$ cat src/rtl/dtc_tree_walker_if.sv
// Handshake and config bundle for the decision-tree walker.
// The walker uses the slave modport. Its feature source, class consumer and table loader use master.
interface dtc_tree_walker_if #(
   parameter int unsigned N_FEAT  = 8,
   parameter int unsigned FIDX_W  = 3,
   parameter int unsigned CLASS_W = 2,
   parameter int unsigned ADDR_W  = 5
);
   localparam int unsigned NODE_W = 1 + FIDX_W + CLASS_W + 2 * ADDR_W;

   logic                cfg_we;
   logic [ADDR_W-1:0]   cfg_addr;
   logic [NODE_W-1:0]   cfg_wdata;
   logic                cfg_ack;

   logic                in_valid;
   logic                in_ready;
   logic [N_FEAT-1:0]   in_feat;

   logic                out_valid;
   logic                out_ready;
   logic [CLASS_W-1:0]  out_class;
   logic                out_err;

   modport master (
      output cfg_we, cfg_addr, cfg_wdata,
      input  cfg_ack,
      output in_valid, in_feat,
      input  in_ready,
      input  out_valid, out_class, out_err,
      output out_ready
   );

   modport slave (
      input  cfg_we, cfg_addr, cfg_wdata,
      output cfg_ack,
      input  in_valid, in_feat,
      output in_ready,
      output out_valid, out_class, out_err,
      input  out_ready
   );
endinterface

$ cat src/rtl/dtc_tree_walker.sv
// Sequential decision-tree classifier. It walks a writable node table one node per cycle, from the root to a leaf.
// Node word, MSB first: is_leaf, feat_idx, class, nxt1, nxt0.
module dtc_tree_walker #(
   parameter int unsigned N_FEAT    = 8,
   parameter int unsigned FIDX_W    = 3,
   parameter int unsigned CLASS_W   = 2,
   parameter int unsigned ADDR_W    = 5,
   parameter int unsigned MAX_DEPTH = 8
) (
   input  logic              clk,
   input  logic              rst,
   dtc_tree_walker_if.slave  bus
);
   localparam int unsigned NODE_W  = 1 + FIDX_W + CLASS_W + 2 * ADDR_W;
   localparam int unsigned N_NODES = 2 ** ADDR_W;
   localparam int unsigned DEPTH_W = $clog2(MAX_DEPTH + 1);
   localparam int unsigned FEXT_W  = 2 ** FIDX_W;

   typedef enum logic [1:0] {StIdle, StWalk, StDone} state_e;

   state_e               state_q, state_d;
   logic [NODE_W-1:0]    table_q [N_NODES];
   logic [N_FEAT-1:0]    feat_q, feat_d;
   logic [ADDR_W-1:0]    ptr_q, ptr_d;
   logic [DEPTH_W-1:0]   depth_q, depth_d;
   logic [CLASS_W-1:0]   class_q, class_d;
   logic                 err_q, err_d;
   logic                 ack_q;
   logic                 wr_accept;

   logic [NODE_W-1:0]    node;
   logic                 node_leaf;
   logic [FIDX_W-1:0]    node_fidx;
   logic [CLASS_W-1:0]   node_class;
   logic [ADDR_W-1:0]    node_nxt1, node_nxt0;
   logic [FEXT_W-1:0]    feat_ext;
   logic                 feat_bit;

   // The table is writable only while no walk is in flight.
   assign wr_accept = bus.cfg_we && (state_q == StIdle);

   always_ff @(posedge clk or posedge rst) begin
      if (rst) begin
         table_q <= '{default: '0};
      end else if (wr_accept) begin
         table_q[bus.cfg_addr] <= bus.cfg_wdata;
      end
   end

   always_ff @(posedge clk or posedge rst) begin
      if (rst) begin
         ack_q <= 1'b0;
      end else begin
         ack_q <= wr_accept;
      end
   end

   assign node = table_q[ptr_q];
   assign {node_leaf, node_fidx, node_class, node_nxt1, node_nxt0} = node;

   // Feature indices past the vector width read as feature bit 0.
   for (genvar i = 0; i < FEXT_W; i++) begin : g_feat_ext
      if (i < N_FEAT) begin : g_in
         assign feat_ext[i] = feat_q[i];
      end else begin : g_out
         assign feat_ext[i] = feat_q[0];
      end
   end
   assign feat_bit = feat_ext[node_fidx];

   always_ff @(posedge clk or posedge rst) begin
      if (rst) begin
         state_q <= StIdle;
      end else begin
         state_q <= state_d;
      end
   end

   always_comb begin
      state_d = state_q;
      feat_d  = feat_q;
      ptr_d   = ptr_q;
      depth_d = depth_q;
      class_d = class_q;
      err_d   = err_q;
      unique case (state_q)
         StIdle: begin
            if (bus.in_valid) begin
               feat_d  = bus.in_feat;
               ptr_d   = '0;
               depth_d = '0;
               state_d = StWalk;
            end
         end
         StWalk: begin
            if (node_leaf) begin
               class_d = node_class;
               err_d   = 1'b0;
               state_d = StDone;
            end else if (depth_q == DEPTH_W'(MAX_DEPTH)) begin
               // Depth limit also breaks any loop in the table.
               class_d = '0;
               err_d   = 1'b1;
               state_d = StDone;
            end else begin
               ptr_d   = feat_bit ? node_nxt1 : node_nxt0;
               depth_d = depth_q + 1'b1;
            end
         end
         StDone: begin
            if (bus.out_ready) begin
               state_d = StIdle;
            end
         end
         default: state_d = StIdle;
      endcase
   end

   always_comb begin
      bus.in_ready  = 1'b0;
      bus.out_valid = 1'b0;
      unique case (state_q)
         StIdle:  bus.in_ready  = 1'b1;
         StDone:  bus.out_valid = 1'b1;
         default: ;
      endcase
   end

   always_ff @(posedge clk or posedge rst) begin
      if (rst) begin
         feat_q  <= '0;
         ptr_q   <= '0;
         depth_q <= '0;
         class_q <= '0;
         err_q   <= 1'b0;
      end else begin
         feat_q  <= feat_d;
         ptr_q   <= ptr_d;
         depth_q <= depth_d;
         class_q <= class_d;
         err_q   <= err_d;
      end
   end

   assign bus.out_class = class_q;
   assign bus.out_err   = err_q;
   assign bus.cfg_ack   = ack_q;
endmodule

$ cat src/flat_wrapper.sv
// flat-port wrapper written by rule: the top's interface ports become plain ports
module dtc_tree_walker_flat 
#(
   parameter int unsigned N_FEAT    = 8,
   parameter int unsigned FIDX_W    = 3,
   parameter int unsigned CLASS_W   = 2,
   parameter int unsigned ADDR_W    = 5,
   parameter int unsigned MAX_DEPTH = 8
)
  (clk, rst, bus_cfg_we, bus_cfg_addr, bus_cfg_wdata, bus_cfg_ack, bus_in_valid, bus_in_feat, bus_in_ready, bus_out_valid, bus_out_class, bus_out_err, bus_out_ready);
  dtc_tree_walker_if #(.N_FEAT(N_FEAT), .FIDX_W(FIDX_W), .CLASS_W(CLASS_W), .ADDR_W(ADDR_W)) bus_i ();
  input  logic clk;
  input  logic rst;
  input wire logic [$bits(bus_i.cfg_we)-1:0] bus_cfg_we;
  input wire logic [$bits(bus_i.cfg_addr)-1:0] bus_cfg_addr;
  input wire logic [$bits(bus_i.cfg_wdata)-1:0] bus_cfg_wdata;
  output wire logic [$bits(bus_i.cfg_ack)-1:0] bus_cfg_ack;
  input wire logic [$bits(bus_i.in_valid)-1:0] bus_in_valid;
  input wire logic [$bits(bus_i.in_feat)-1:0] bus_in_feat;
  output wire logic [$bits(bus_i.in_ready)-1:0] bus_in_ready;
  output wire logic [$bits(bus_i.out_valid)-1:0] bus_out_valid;
  output wire logic [$bits(bus_i.out_class)-1:0] bus_out_class;
  output wire logic [$bits(bus_i.out_err)-1:0] bus_out_err;
  input wire logic [$bits(bus_i.out_ready)-1:0] bus_out_ready;
  assign bus_i.cfg_we = bus_cfg_we;
  assign bus_i.cfg_addr = bus_cfg_addr;
  assign bus_i.cfg_wdata = bus_cfg_wdata;
  assign bus_cfg_ack = bus_i.cfg_ack;
  assign bus_i.in_valid = bus_in_valid;
  assign bus_i.in_feat = bus_in_feat;
  assign bus_in_ready = bus_i.in_ready;
  assign bus_out_valid = bus_i.out_valid;
  assign bus_out_class = bus_i.out_class;
  assign bus_out_err = bus_i.out_err;
  assign bus_i.out_ready = bus_out_ready;
  dtc_tree_walker #(.N_FEAT(N_FEAT), .FIDX_W(FIDX_W), .CLASS_W(CLASS_W), .ADDR_W(ADDR_W), .MAX_DEPTH(MAX_DEPTH)) u_core (.clk(clk), .rst(rst), .bus(bus_i));
endmodule
$ cat config.mk
export PLATFORM = sky130hd
export DESIGN_NAME = dtc_tree_walker_flat
export DESIGN_NICKNAME = d
export VERILOG_FILES = /design/src/rtl/dtc_tree_walker_if.sv /design/src/rtl/dtc_tree_walker.sv /design/src/flat_wrapper.sv
export SDC_FILE = /design/constraint.sdc
export NUM_CORES = 1
export LEC_CHECK = 0
export CORE_AREA = 2 2 214 216
export CTS_CLUSTER_SIZE = 25
export DETAILED_ROUTE_END_ITERATION = 12
export DIE_AREA = 0 0 216 218
export PLACE_DENSITY = 0.71
export SETUP_SLACK_MARGIN = 0.5
export SLEW_MARGIN = 30
export SYNTH_ARGS = -nofsm -noshare
export SYNTH_HDL_FRONTEND = slang
export SYNTH_SLANG_ARGS = --single-unit
export TNS_END_PERCENT = 30
$ cat constraint.sdc
create_clock -name clk -period 21.7 [get_ports clk]
set_input_delay 5.425 -clock clk [delete_from_list [all_inputs] [get_ports clk]]
set_output_delay 5.425 -clock clk [all_outputs]
set_load 0.02 [all_outputs]
======== Word-level counts from Yosys, hierarchy flattened ========
Cells that the tools add are included.
operators by class
  add/subtract/negate cells ............... 1
  order comparisons ....................... 4
  equality and inequality tests ........... 8
  mux-type cells .......................... 28
  bitwise operators ....................... 2
  reductions and logical operators ........ 9
operator list
  operator                                                                       count
  512-bit bitwise mux                                                            1
  16-bit binary-select mux with 5-bit select                                     1
  16-bit demux with 5-bit select                                                 1
  16-bit two-way mux                                                             3
  5-bit two-way mux                                                              4
  6-bit >= comparator (second input constant)                                    2
  2-bit two-way mux                                                              6
  4-bit two-way mux                                                              3
  5-bit inverter with 6-bit output                                               2
  5-bit one-hot mux with 2 select lines                                          1
  2-bit != test (second input constant)                                          4
  4-bit one-hot mux with 2 select lines                                          1
  6-bit by 1-bit less-than comparator with 1-bit output (second input constant)  1
  2-bit one-hot mux with 3 select lines                                          1
  1-bit two-way mux                                                              5
  4-bit by 1-bit adder with 4-bit output (second input constant)                 1
  4-bit equality test (second input constant)                                    1
  3-bit by 4-bit less-than comparator with 1-bit output (second input constant)  1
  2-bit AND reduction                                                            2
  4-bit AND reduction                                                            1
  2-bit nonzero test                                                             2
  1-bit binary-select mux with 3-bit select                                      1
  3-bit by 1-bit != test with 1-bit output (second input constant)               1
  3-bit AND reduction                                                            1
  other kinds (4)                                                                5
word-level totals
  register bits after elaboration ......... 535
  input port bits ......................... 34
  output and inout port bits .............. 6
  logic and storage cells ................. 91

======== Longest topological paths before layout ========
  word-level depth ........................ 10
  gate-level depth with buffers ........... 11
  depth with buffers taken out ............ 7

======== Worst setup path after synthesis ========
Ideal clock, no wire load.
  kind .................................... input to register
  start point ............................. input port bus_cfg_we
  end point ............................... register u_core.table_q[176] in the netlist's numbering
  library setup time ...................... 125 ps
  data arrival time ....................... 7056 ps
  required time ........................... 21575 ps
  slack ................................... 14520 ps
  stages .................................. 6
  path buffers ............................ 2
  cell sequence ........................... nand2_1 > or3_1 > clkbuf_1 > nor2_1 > clkbuf_1 > mux2_2
between the ends
  word-level cells in the longest chain between the ends .. 1
RTL lines
  item                            RTL line               source
  start: declaration              flat_wrapper.sv:14     input wire logic [$bits(bus_i.cfg_we)-1:0] bus_cfg_we;
  1-bit logical AND               dtc_tree_walker.sv:40  assign wr_accept = bus.cfg_we && (state_q == StIdle);
  end signal: indexed assignment  dtc_tree_walker.sv:46  table_q[bus.cfg_addr] <= bus.cfg_wdata;
  end: declaration                dtc_tree_walker.sv:22  logic [NODE_W-1:0] table_q [N_NODES];
Every way passes these cells.
A chain may end at the register's enable or synchronous reset.

======== Worst setup path after layout ========
  start point ............................. input port bus_cfg_we
  end point ............................... register u_core.table_q[16] in the netlist's numbering
between the ends
  word-level cells in the longest chain between the ends .. 1
RTL lines
  item                  RTL line               source
  1-bit logical AND     dtc_tree_walker.sv:40
  via u_core.wr_accept  dtc_tree_walker.sv:29  logic wr_accept;
The timed path passes the listed nets, and every way through them passes these cells.

==> run_results.csv <==
group,metric,value,unit
outcome,status,"completed",
power_and_ir_drop,p_int,2.29,mW
clock_network,clk_pin_slew,0.06,ns
yosys,synth_compound_area_share,0.601,%
critical_path,r2r_start,"u_core.ptr_q[1]",
clock_network,cts_setup_buffers,0,
critical_path,cp.arrival,8.15,ns
critical_path,crit_fanout,16,
routing,drcViolationCount,0,
critical_path,crit_path_start,"bus_cfg_we",
floorplan,num_rows,78,
yosys,yosys-top-cells-area,"dfrtp_1, mux2_2, mux4_2",
grt,grt_pass1_vias,13904,
placement,hpwl,32100,µm
routing,drt_iter0_markers,1047,
power_and_ir_drop,p_per_area,114,nW/µm²
yosys,ys_async_sr_fraction,100,%
floorplan,dieArea,47100,µm²
power_and_ir_drop,finalPower,3.10,mW
floorplan,die_w,216,µm
yosys,synth_commonest_cells,"dfrtp_1, mux2_2, mux4_2",
routing,drtPass1Iterations,5,
clock_network,clock_path_buffers,3,
grt,grt_overflow,0,
yosys,syn_area_per_cell,16.4,µm²
timing,hold_viol,0,
yosys,synth_xor_area_share,0.0720,%
critical_path,startpoint_type,"primary input",
yosys,synth_top_area_cell,"dfrtp_1",
run,cap_viol_max_count,0,
floorplan,ios,40,
routing,ant_nets,0,
finish,layout.nets,1515,
timing,fmax,130,MHz
routing,avgViaCountPerCell,6.22,
power_and_ir_drop,seqPwrFrac,45.4,%
yosys,synth_fa_ha_area_share,0.103,%
floorplan,initial_utilization,54.2,%
timing,skew,0.0212,ns
critical_path,worst-r2r-cell-count,8,
timing,final.min_clock_period,7.67,ns
power_and_ir_drop,p_leak,12.5,nW
routing,finalWirelength,56500,µm
finish,syn_to_final_growth,12.0,%
yosys,ys_ff_latch,535,
finish,drive_above_1_share,56.0,%
timing,drv_slew,0,
power_and_ir_drop,sw_frac_of_total,26.1,%
routing,vias,13213,
power_and_ir_drop,ir_worst_vdd,0.0606,mV
clock_network,cts_hold_buf,0,
critical_path,required,22.18,ns
critical_path,crit_type,"primary input to register",
timing,whs,0.495,ns
timing,rsz0062_at_grt,"false",
yosys,synth_area,24300,µm²
critical_path,r2r_end,"u_core.ptr_q[1]",
clock_network,cts_resized,0,
yosys,synth-simple-area-share,1.85,%
placement,place_congestion,0.757,
yosys,yosysWarnings,0,
clock_network,clkSinkCount,535,
power_and_ir_drop,p_comb_share,21.6,%
clock_network,insertion_delay,0.61,ns
critical_path,r2r_setup_slack,17.34,ns
critical_path,cp-endpoint,"u_core.table_q[16]",
grt,gr-usage-all-layers,25.0,%
timing,worst_slew_pin_slew,1.01,ns
yosys,synth-edff-count,0,
finish,fin_util,60.7,%
yosys,yosysMostFrequentCell,"dfrtp_1",
clock_network,cts_inserted_buffers,57,
grt,antenna_found_initial,1,
floorplan,core-area,44900,µm²
worst_hold_path,hold_path.class,"register to register",
grt,grt_pass1_wl,87100,µm
grt,grt_max_degree,187,
yosys,synth_top_family_by_area,"multiplexers",
yosys,muxShareOfSynthArea,40.0,%
clock_network,h-tree-depth,2,
clock_network,cts_root_buf,"clkbuf_16",
timing,slew_headroom,32.4,%
critical_path,end_kind,"register",
yosys,synthesis.instances,1481,
yosys,yosysSeqAreaShare,55.0,%
timing,min_period_over_period,35.4,%
timing,setup_tns,0,ns
yosys,ys.flop_type,"dfrtp_1",
floorplan,die_y,218,µm
yosys,syn_nets,1517,
yosys,synth_top_area_share,55.0,%
power_and_ir_drop,switchingPower,0.808,mW
yosys,ys_types,40,
timing,setup_viol,0,
routing,drt-wirelength-per-cell,26.6,µm
placement,port_buffers,39,
clock_network,cts_tree,"built",
power_and_ir_drop,power_frac_clock,33.0,%
[worst max-delay path, cell delays in order]
cell and delay, ns:
clkdlybuf4s50_1 0.46, nand2_1 0.13, inv_1 0.13, nand3b_1 0.56
nor2_4 1.01, mux2_2 0.42
[how the worst min path moves through the flow]
stage,from,cells after the start,end
floorplan,u_core.table_q[174],1,u_core.table_q[174]
global placement,u_core.bus.out_class[1],2,u_core.bus.out_class[1]
detailed placement,u_core.table_q[45],1,u_core.table_q[45]
CTS,u_core.table_q[45],1,u_core.table_q[45]
global route,u_core.table_q[454],1,u_core.table_q[454]
finish,u_core.bus.out_class[1],2,u_core.bus.out_class[1]
[sequential cells by signal, indices dropped and copies added (netlist names)]
register / cells
u_core.state_q: 2
u_core.bus.out_class: 2
u_core.ptr_q: 5
u_core.bus.out_err: 1
u_core.depth_q: 4
u_core.table_q: 512
u_core.feat_ext: 8
u_core.bus.cfg_ack: 1
[cells in the final DEF, fill, tap and decap left out, types with 2 or more instances in the layout]
cell type | Yosys | routed
dfrtp_2 | 0 | 2
clkdlybuf4s50_1 | 0 | 23
o311ai_2 | 5 | 5
buf_16 | 0 | 2
or3b_2 | 2 | 2
nor3b_1 | 4 | 3
nand2_1 | 25 | 22
nor2_4 | 0 | 9
dfrtp_1 | 535 | 531
clkbuf_8 | 0 | 19
o21ai_0 | 3 | 3
nor2_2 | 1 | 6
inv_1 | 6 | 5
nand4_1 | 3 | 3
mux2i_4 | 2 | 2
clkbuf_1 | 100 | 10
clkinv_2 | 0 | 8
buf_4 | 0 | 24
nor2_1 | 24 | 10
a21oi_1 | 2 | 2
nor2b_4 | 0 | 2
dfrtp_4 | 0 | 2
buf_12 | 1 | 3
bufinv_16 | 0 | 7
o21ai_1 | 2 | 2
inv_8 | 0 | 2
nand3b_1 | 4 | 4
mux2_2 | 523 | 523
nand3_1 | 15 | 14
mux4_2 | 151 | 151
buf_2 | 19 | 16
ha_1 | 2 | 2
clkbuf_16 | 0 | 57
mux2i_1 | 15 | 15
mux4_1 | 9 | 9
nand2_2 | 0 | 3
nand2b_1 | 2 | 2
and3b_1 | 2 | 2
[final cells by class]
type                       count  area, µm²
clock inverter                17        269
sequential                   535      13400
clock buffer                  86       1730
timing repair buffer          68        606
inverter                       6       30.0
tap                          600        751
antenna                        1       2.50
fill                        3320      17600
multi-input combinational    811      10500
[power by group through the flow]
| stage | Sequential, mW | Clock (mW) | Combinational (mW) |
|---|---|---|---|
| 5_1_grt | 1.44 | 1.08 | 0.722 |
| 6_report | 1.41 | 1.02 | 0.670 |
| 2_1_floorplan | 1.37 | 0 | 0.556 |
| 4_1_cts | 1.40 | 1.04 | 0.676 |
| 3_5_place_dp | 1.42 | 0 | 0.674 |
| 3_3_place_gp | 1.40 | 0 | 0.655 |
[routing by layer]
layer	track usage [%]	vias up	routed length, µm
li1	-	5561	-
met1	35.0	7249	24800
met2	40.0	312	27100
met3	5.23	91	3130
met4	7.01	0	1430
met5	0	-	0
[per-stage QoR]
| step | cell area, µm² | setup slack [ns] | instances |
|---|---|---|---|
| floorplan | 24300 | 1.32 | 1481 |
| global route | 27300 | 14.00 | 2123 |
| detailed placement | 25300 | 13.14 | 2018 |
| global placement | 25300 | 13.25 | 2018 |
| finish | 27300 | 14.03 | 2124 |
| CTS | 27300 | 13.79 | 2121 |
[cell families after synthesis]
logic type	count (synthesis)
muxes	701
DFF	535
buffers and inverters	135
and+or+nand+nor	91
AOI/OAI and AO/OA	15
xor gates and xnor gates	2
adders and majority gates	2
Note: power is estimated with default switching activity, not from simulation.
==> edit 1 (same flow settings) <==
`CLASS_W` is set to 2 in 3 places; all go to 4.
--- a/src/rtl/dtc_tree_walker_if.sv
+++ b/src/rtl/dtc_tree_walker_if.sv
@@ -4,5 +4,5 @@
    parameter int unsigned N_FEAT  = 8,
    parameter int unsigned FIDX_W  = 3,
-   parameter int unsigned CLASS_W = 2,
+   parameter int unsigned CLASS_W = 4,
    parameter int unsigned ADDR_W  = 5
 );
--- a/src/rtl/dtc_tree_walker.sv
+++ b/src/rtl/dtc_tree_walker.sv
@@ -4,5 +4,5 @@
    parameter int unsigned N_FEAT    = 8,
    parameter int unsigned FIDX_W    = 3,
-   parameter int unsigned CLASS_W   = 2,
+   parameter int unsigned CLASS_W   = 4,
    parameter int unsigned ADDR_W    = 5,
    parameter int unsigned MAX_DEPTH = 8
--- a/src/flat_wrapper.sv
+++ b/src/flat_wrapper.sv
@@ -4,5 +4,5 @@
    parameter int unsigned N_FEAT    = 8,
    parameter int unsigned FIDX_W    = 3,
-   parameter int unsigned CLASS_W   = 2,
+   parameter int unsigned CLASS_W   = 4,
    parameter int unsigned ADDR_W    = 5,
    parameter int unsigned MAX_DEPTH = 8
Interface: changed (resized bus_cfg_wdata and bus_out_class); port bits go from 40 to 44. No check against the original RTL was run, so the function may have changed too.
==> edit 1 against the unedited design <==
- sequential power up 11%
- synthesized area grew 12%
- count of clock-buffer cells in the layout is 19 higher
- worst setup slack got worse by 0.16 ns
- power increased by 8.9%
- sequential cell count increased by 66
- routed wire length rose by 14%
- critical path depth unchanged
- design area up 11%
==> edit 1: results (changes against the unedited design) <==
<table>
<tr><th>Metric</th><th>Value</th></tr>
<tr><th colspan="2">Global route</th></tr>
<tr><td>Via count of the first global-routing pass</td><td>15700 (+13%)</td></tr>
<tr><td>Largest net degree at the start of global routing</td><td>190 (+1.6%)</td></tr>
<tr><td>First-pass GRT wire length</td><td>99600 um (+14%)</td></tr>
<tr><td>GRT Total Usage</td><td>28.8% (+3.9 points)</td></tr>
<tr><th colspan="2">Final layout</th></tr>
<tr><td>Number of fillers in the final layout</td><td>3113 (-6.2%)</td></tr>
<tr><th colspan="2">Yosys</th></tr>
<tr><td>Leading cell types by count after synthesis</td><td>dfrtp_1, mux2_2, mux4_2</td></tr>
<tr><td>Net count after synthesis</td><td>1687 (+11%)</td></tr>
<tr><td>Post-synthesis sequential area ratio</td><td>55.1% (+0.14 points)</td></tr>
<tr><th colspan="2">Setup path</th></tr>
<tr><td>R2r worst-path depth</td><td>9 (+1)</td></tr>
<tr><td>Worst R2R Start</td><td>u_core.ptr_q[0]</td></tr>
<tr><td>Worst setup slack for register-to-register paths</td><td>17.49 ns (+0.15 ns)</td></tr>
<tr><td>Critical Path End</td><td>u_core.table_q[238]</td></tr>
<tr><td>CP Data Arrival Time</td><td>8.29 ns (+0.14 ns)</td></tr>
<tr><td>RR Endpoint</td><td>u_core.ptr_q[3]</td></tr>
<tr><th colspan="2">Place</th></tr>
<tr><td># port buffers</td><td>43 (+10%)</td></tr>
<tr><td>Placed cell area</td><td>28300 um^2 (+12%)</td></tr>
<tr><td>Half-perimeter wire length of the detailed placement result</td><td>36900 um (+15%)</td></tr>
<tr><td>Place WS</td><td>13.24 ns (+0.0992 ns)</td></tr>
<tr><th colspan="2">Route</th></tr>
<tr><td>Initial drt markers</td><td>1166 (+11%)</td></tr>
<tr><td>Via count of the routed design</td><td>14900 (+13%)</td></tr>
<tr><td>Detailed-route wire length</td><td>64300 um (+14%)</td></tr>
<tr><th colspan="2">STA</th></tr>
<tr><td>Headroom to the max-slew limit</td><td>33.1% (+0.66 points)</td></tr>
<tr><td>Time the final worst path needs with I/O delays and setup</td><td>7.83 ns (+0.155 ns)</td></tr>
<tr><th colspan="2">Outcome</th></tr>
<tr><td>Result of the run</td><td>finished clean</td></tr>
<tr><th colspan="2">Clocking</th></tr>
<tr><td>Skew-Pair Late Insertion Delay</td><td>0.59 ns (-0.02 ns)</td></tr>
<tr><td>Number of levels the H-tree was split into</td><td>3 (+1)</td></tr>
<tr><th colspan="2">Pwr</th></tr>
<tr><td>Max rail drop VDD</td><td>80.4 uV (+33%)</td></tr>
</table>
-- edit 1: kinds of logic (layout without fill, tap and decap cells) --
group,count (synthesis),after routing,synth area share [%]
AO/OA/AOI/OAI,19,19,0.638
flip-flops,601,601,55.1
AND/OR/NAND/NOR,90,90,1.59
adder cells (fa/ha/maj),2,2,0.0917
buffers and inverters,148,207,2.32
XOR/XNOR,2,2,0.0642
multiplexers,787,787,40.2
-- edit 1: final cells by class --
type / count / area [um^2] / share of cell area (%)
Sequential cell: 601 / 15100 / 49.7
Inverter: 8 / 33.8 / 0.112
Multi-Input combinational cell: 900 / 11700 / 38.5
Clock inverter: 7 / 42.5 / 0.141
Clock buffer: 105 / 1960 / 6.49
Timing Repair Buffer: 87 / 776 / 2.56
Tap cell: 600 / 751 / 2.48
-- edit 1: report_power, final --
group	leakage, uW	switching [uW]	internal [uW]
clock	0.000979	433	618
sequential	0.00808	157	1410
combinational	0.00491	306	447
-- edit 1: routing by layer --
metal  track usage, %  up-vias  routed length, um
met5                0        -                 11
met4             9.02        2               1640
met3             4.81       85               3350
met2             45.6      374              30600
met1             41.8     8190              28700
li1                 -     6249                  -
-- edit 1: per-stage QoR --
stage,util [%],instances
after global placement,62.9,2193
after global routing,67.4,2308
after floorplan,-,1649
final,67.4,2308
after CTS,67.4,2306
after detailed placement,63.0,2194
-- edit 1: worst max-delay path: stages --
cell,delay [ns]
clkdlybuf4s50_1,0.46
nand2_1,0.13
nor3b_1,0.82
nand2_1,0.71
buf_4,0.43
mux2_2,0.29
-- edit 1: how the worst min path moves through the flow --
| stage | from | end | slack (ns) | depth (start not counted) |
|---|---|---|---|---|
| detailed placement | u_core.bus.out_class[1] | u_core.bus.out_class[1] | 0.47 | 2 |
| global placement | u_core.bus.out_class[2] | u_core.bus.out_class[2] | 0.46 | 2 |
| global route | u_core.table_q[461] | u_core.table_q[461] | 0.51 | 1 |
| CTS | u_core.bus.out_class[1] | u_core.bus.out_class[1] | 0.48 | 2 |
| finish | u_core.bus.out_class[1] | u_core.bus.out_class[1] | 0.48 | 2 |
| floorplan | u_core.table_q[107] | u_core.table_q[107] | 0.47 | 1 |
==> edit 2 (config.mk and constraints unchanged) <==
Made on the original files. Reset style: synchronous (`rst`), changed in 4 clocked blocks.
--- a/src/rtl/dtc_tree_walker.sv
+++ b/src/rtl/dtc_tree_walker.sv
@@ -40,5 +40,5 @@
    assign wr_accept = bus.cfg_we && (state_q == StIdle);
 
-   always_ff @(posedge clk or posedge rst) begin
+   always_ff @(posedge clk) begin
       if (rst) begin
          table_q <= '{default: '0};
@@ -48,5 +48,5 @@
    end
 
-   always_ff @(posedge clk or posedge rst) begin
+   always_ff @(posedge clk) begin
       if (rst) begin
          ack_q <= 1'b0;
@@ -69,5 +69,5 @@
    assign feat_bit = feat_ext[node_fidx];
 
-   always_ff @(posedge clk or posedge rst) begin
+   always_ff @(posedge clk) begin
       if (rst) begin
          state_q <= StIdle;
@@ -127,5 +127,5 @@
    end
 
-   always_ff @(posedge clk or posedge rst) begin
+   always_ff @(posedge clk) begin
       if (rst) begin
          feat_q  <= '0;
Formal check against the unedited RTL: differs if rst is asserted again (counterexample within 4 cycles, from zero or initial values and one cycle with rst high); with rst held inactive, the same outputs for 4 cycles.
==> edit 2 against the unedited design <==
- hold slack worse by 0.043 ns
- critical path depth unchanged
- synthesized area down 5.8%
- routed wire length up 20%
- sequential cell count unchanged
- clock skew down 0.011 ns
- non-clock buffer count up 26
- design area down 7.2%
- worst setup slack better by 0.15 ns
- die area unchanged
- critical endpoint is now u_core.table_q[230]
Power is not compared: it rests on default switching activity, and its combinational part moved more than twofold at a synthesized area within 25%.
==> edit 2: results (changes against the unedited design) <==
<table>
<tr><th>Metric</th><th>Value</th></tr>
<tr><th colspan="2">Outcome</th></tr>
<tr><td>Result of the run</td><td>finished clean</td></tr>
<tr><th colspan="2">Yosys</th></tr>
<tr><td>Leading cell types by count after synthesis</td><td>nand2_1, dfxtp_1, a21oi_1</td></tr>
<tr><td>Mux share of post-synthesis cell area</td><td>16.6% (-23 points)</td></tr>
<tr><td>Most area-consuming cells after synthesis</td><td>dfxtp_1, nand2_1, mux4_2</td></tr>
<tr><td>Post-synthesis sequential area ratio</td><td>46.7% (-8.3 points)</td></tr>
<tr><td>Xor and xnor fraction of the mapped netlist area</td><td>0.0764% (+0.0044 points)</td></tr>
<tr><th colspan="2">Global route</th></tr>
<tr><td>Via count of the first global-routing pass</td><td>18400 (+32%)</td></tr>
<tr><td>Met1 track demand over resource</td><td>38.4% (+3.5 points)</td></tr>
<tr><td>Largest net degree at the start of global routing</td><td>212 (+13%)</td></tr>
<tr><td>GRT Total Usage</td><td>28.6% (+3.6 points)</td></tr>
<tr><td>Routing usage on met2</td><td>45.5% (+5.5 points)</td></tr>
<tr><td>Met3 track demand over resource in global routing</td><td>5.43% (+0.20 points)</td></tr>
<tr><th colspan="2">Route</th></tr>
<tr><td>Sum of routed wire segments on met1</td><td>27600 um (+11%)</td></tr>
<tr><td>Initial drt markers</td><td>2443 (+130%)</td></tr>
<tr><td>Met2 wire length</td><td>31500 um (+16%)</td></tr>
<tr><td>Met3 wire length</td><td>6280 um (+100%)</td></tr>
<tr><th colspan="2">Final layout</th></tr>
<tr><td># clk buffers</td><td>79 (-8.1%)</td></tr>
<tr><td>Number of non-clock buffers</td><td>94 (+38%)</td></tr>
<tr><td>Number of signal-net inverters in the final layout</td><td>2 (-4)</td></tr>
<tr><td>Fraction of area in clock buffers and inverters</td><td>6.81% (-0.51 points)</td></tr>
<tr><th colspan="2">Place</th></tr>
<tr><td>Final weighted congestion in routability-driven placement</td><td>0.880 (+16%)</td></tr>
<tr><td>Half-perimeter wire length of the detailed placement result</td><td>41300 um (+29%)</td></tr>
<tr><th colspan="2">Setup path</th></tr>
<tr><td>CP Data Arrival Time</td><td>8.04 ns (-0.11 ns)</td></tr>
<tr><td>Start point of the critical path</td><td>bus_cfg_addr[1]</td></tr>
<tr><th colspan="2">STA</th></tr>
<tr><td>Transition at the pin with the smallest max-transition slack</td><td>1.07 ns (+0.0586 ns)</td></tr>
<tr><td>Worst clock skew on the final layout</td><td>0.0103 ns (-0.0109 ns)</td></tr>
<tr><th colspan="2">Hold path</th></tr>
<tr><td>WHS Endpoint</td><td>u_core.table_q[330]</td></tr>
<tr><td>Startpoint of the most critical hold path</td><td>u_core.table_q[330]</td></tr>
</table>
==> edit 2: changes by cell type in the layout (fill, tap and decap cells not counted), moves of 28 or more <==
cell,change
nand2_1,+1070
buf_4,+28
dfrtp_1,-531
dfxtp_1,+531
mux2_2,-519
a21oi_1,+520
nor2_1,+32
==> edit 2: stage by stage <==
| stage | cells | total power (uW) | area (um^2) | hold slack [ns] |
|---|---|---|---|---|
| 2_1_floorplan | 2666 | 1060 | 22900 | 0.432 |
| 3_3_place_gp | 3141 | 1090 | 23600 | 0.436 |
| 3_5_place_dp | 3141 | 1090 | 23600 | 0.444 |
| 4_1_cts | 3231 | 2010 | 25300 | 0.452 |
| 5_1_grt | 3232 | 2050 | 25300 | 0.467 |
| 6_report | 3232 | 2000 | 25300 | 0.452 |
==> edit 2: critical path, delay by kind of cell <==
| kind | cells | cell delay (ns) |
|---|---|---|
| AOI/OAI and AO/OA | 1 | 0.16 |
| buffers and inverters | 2 | 0.86 |
| and+or+nand+nor | 3 | 1.59 |
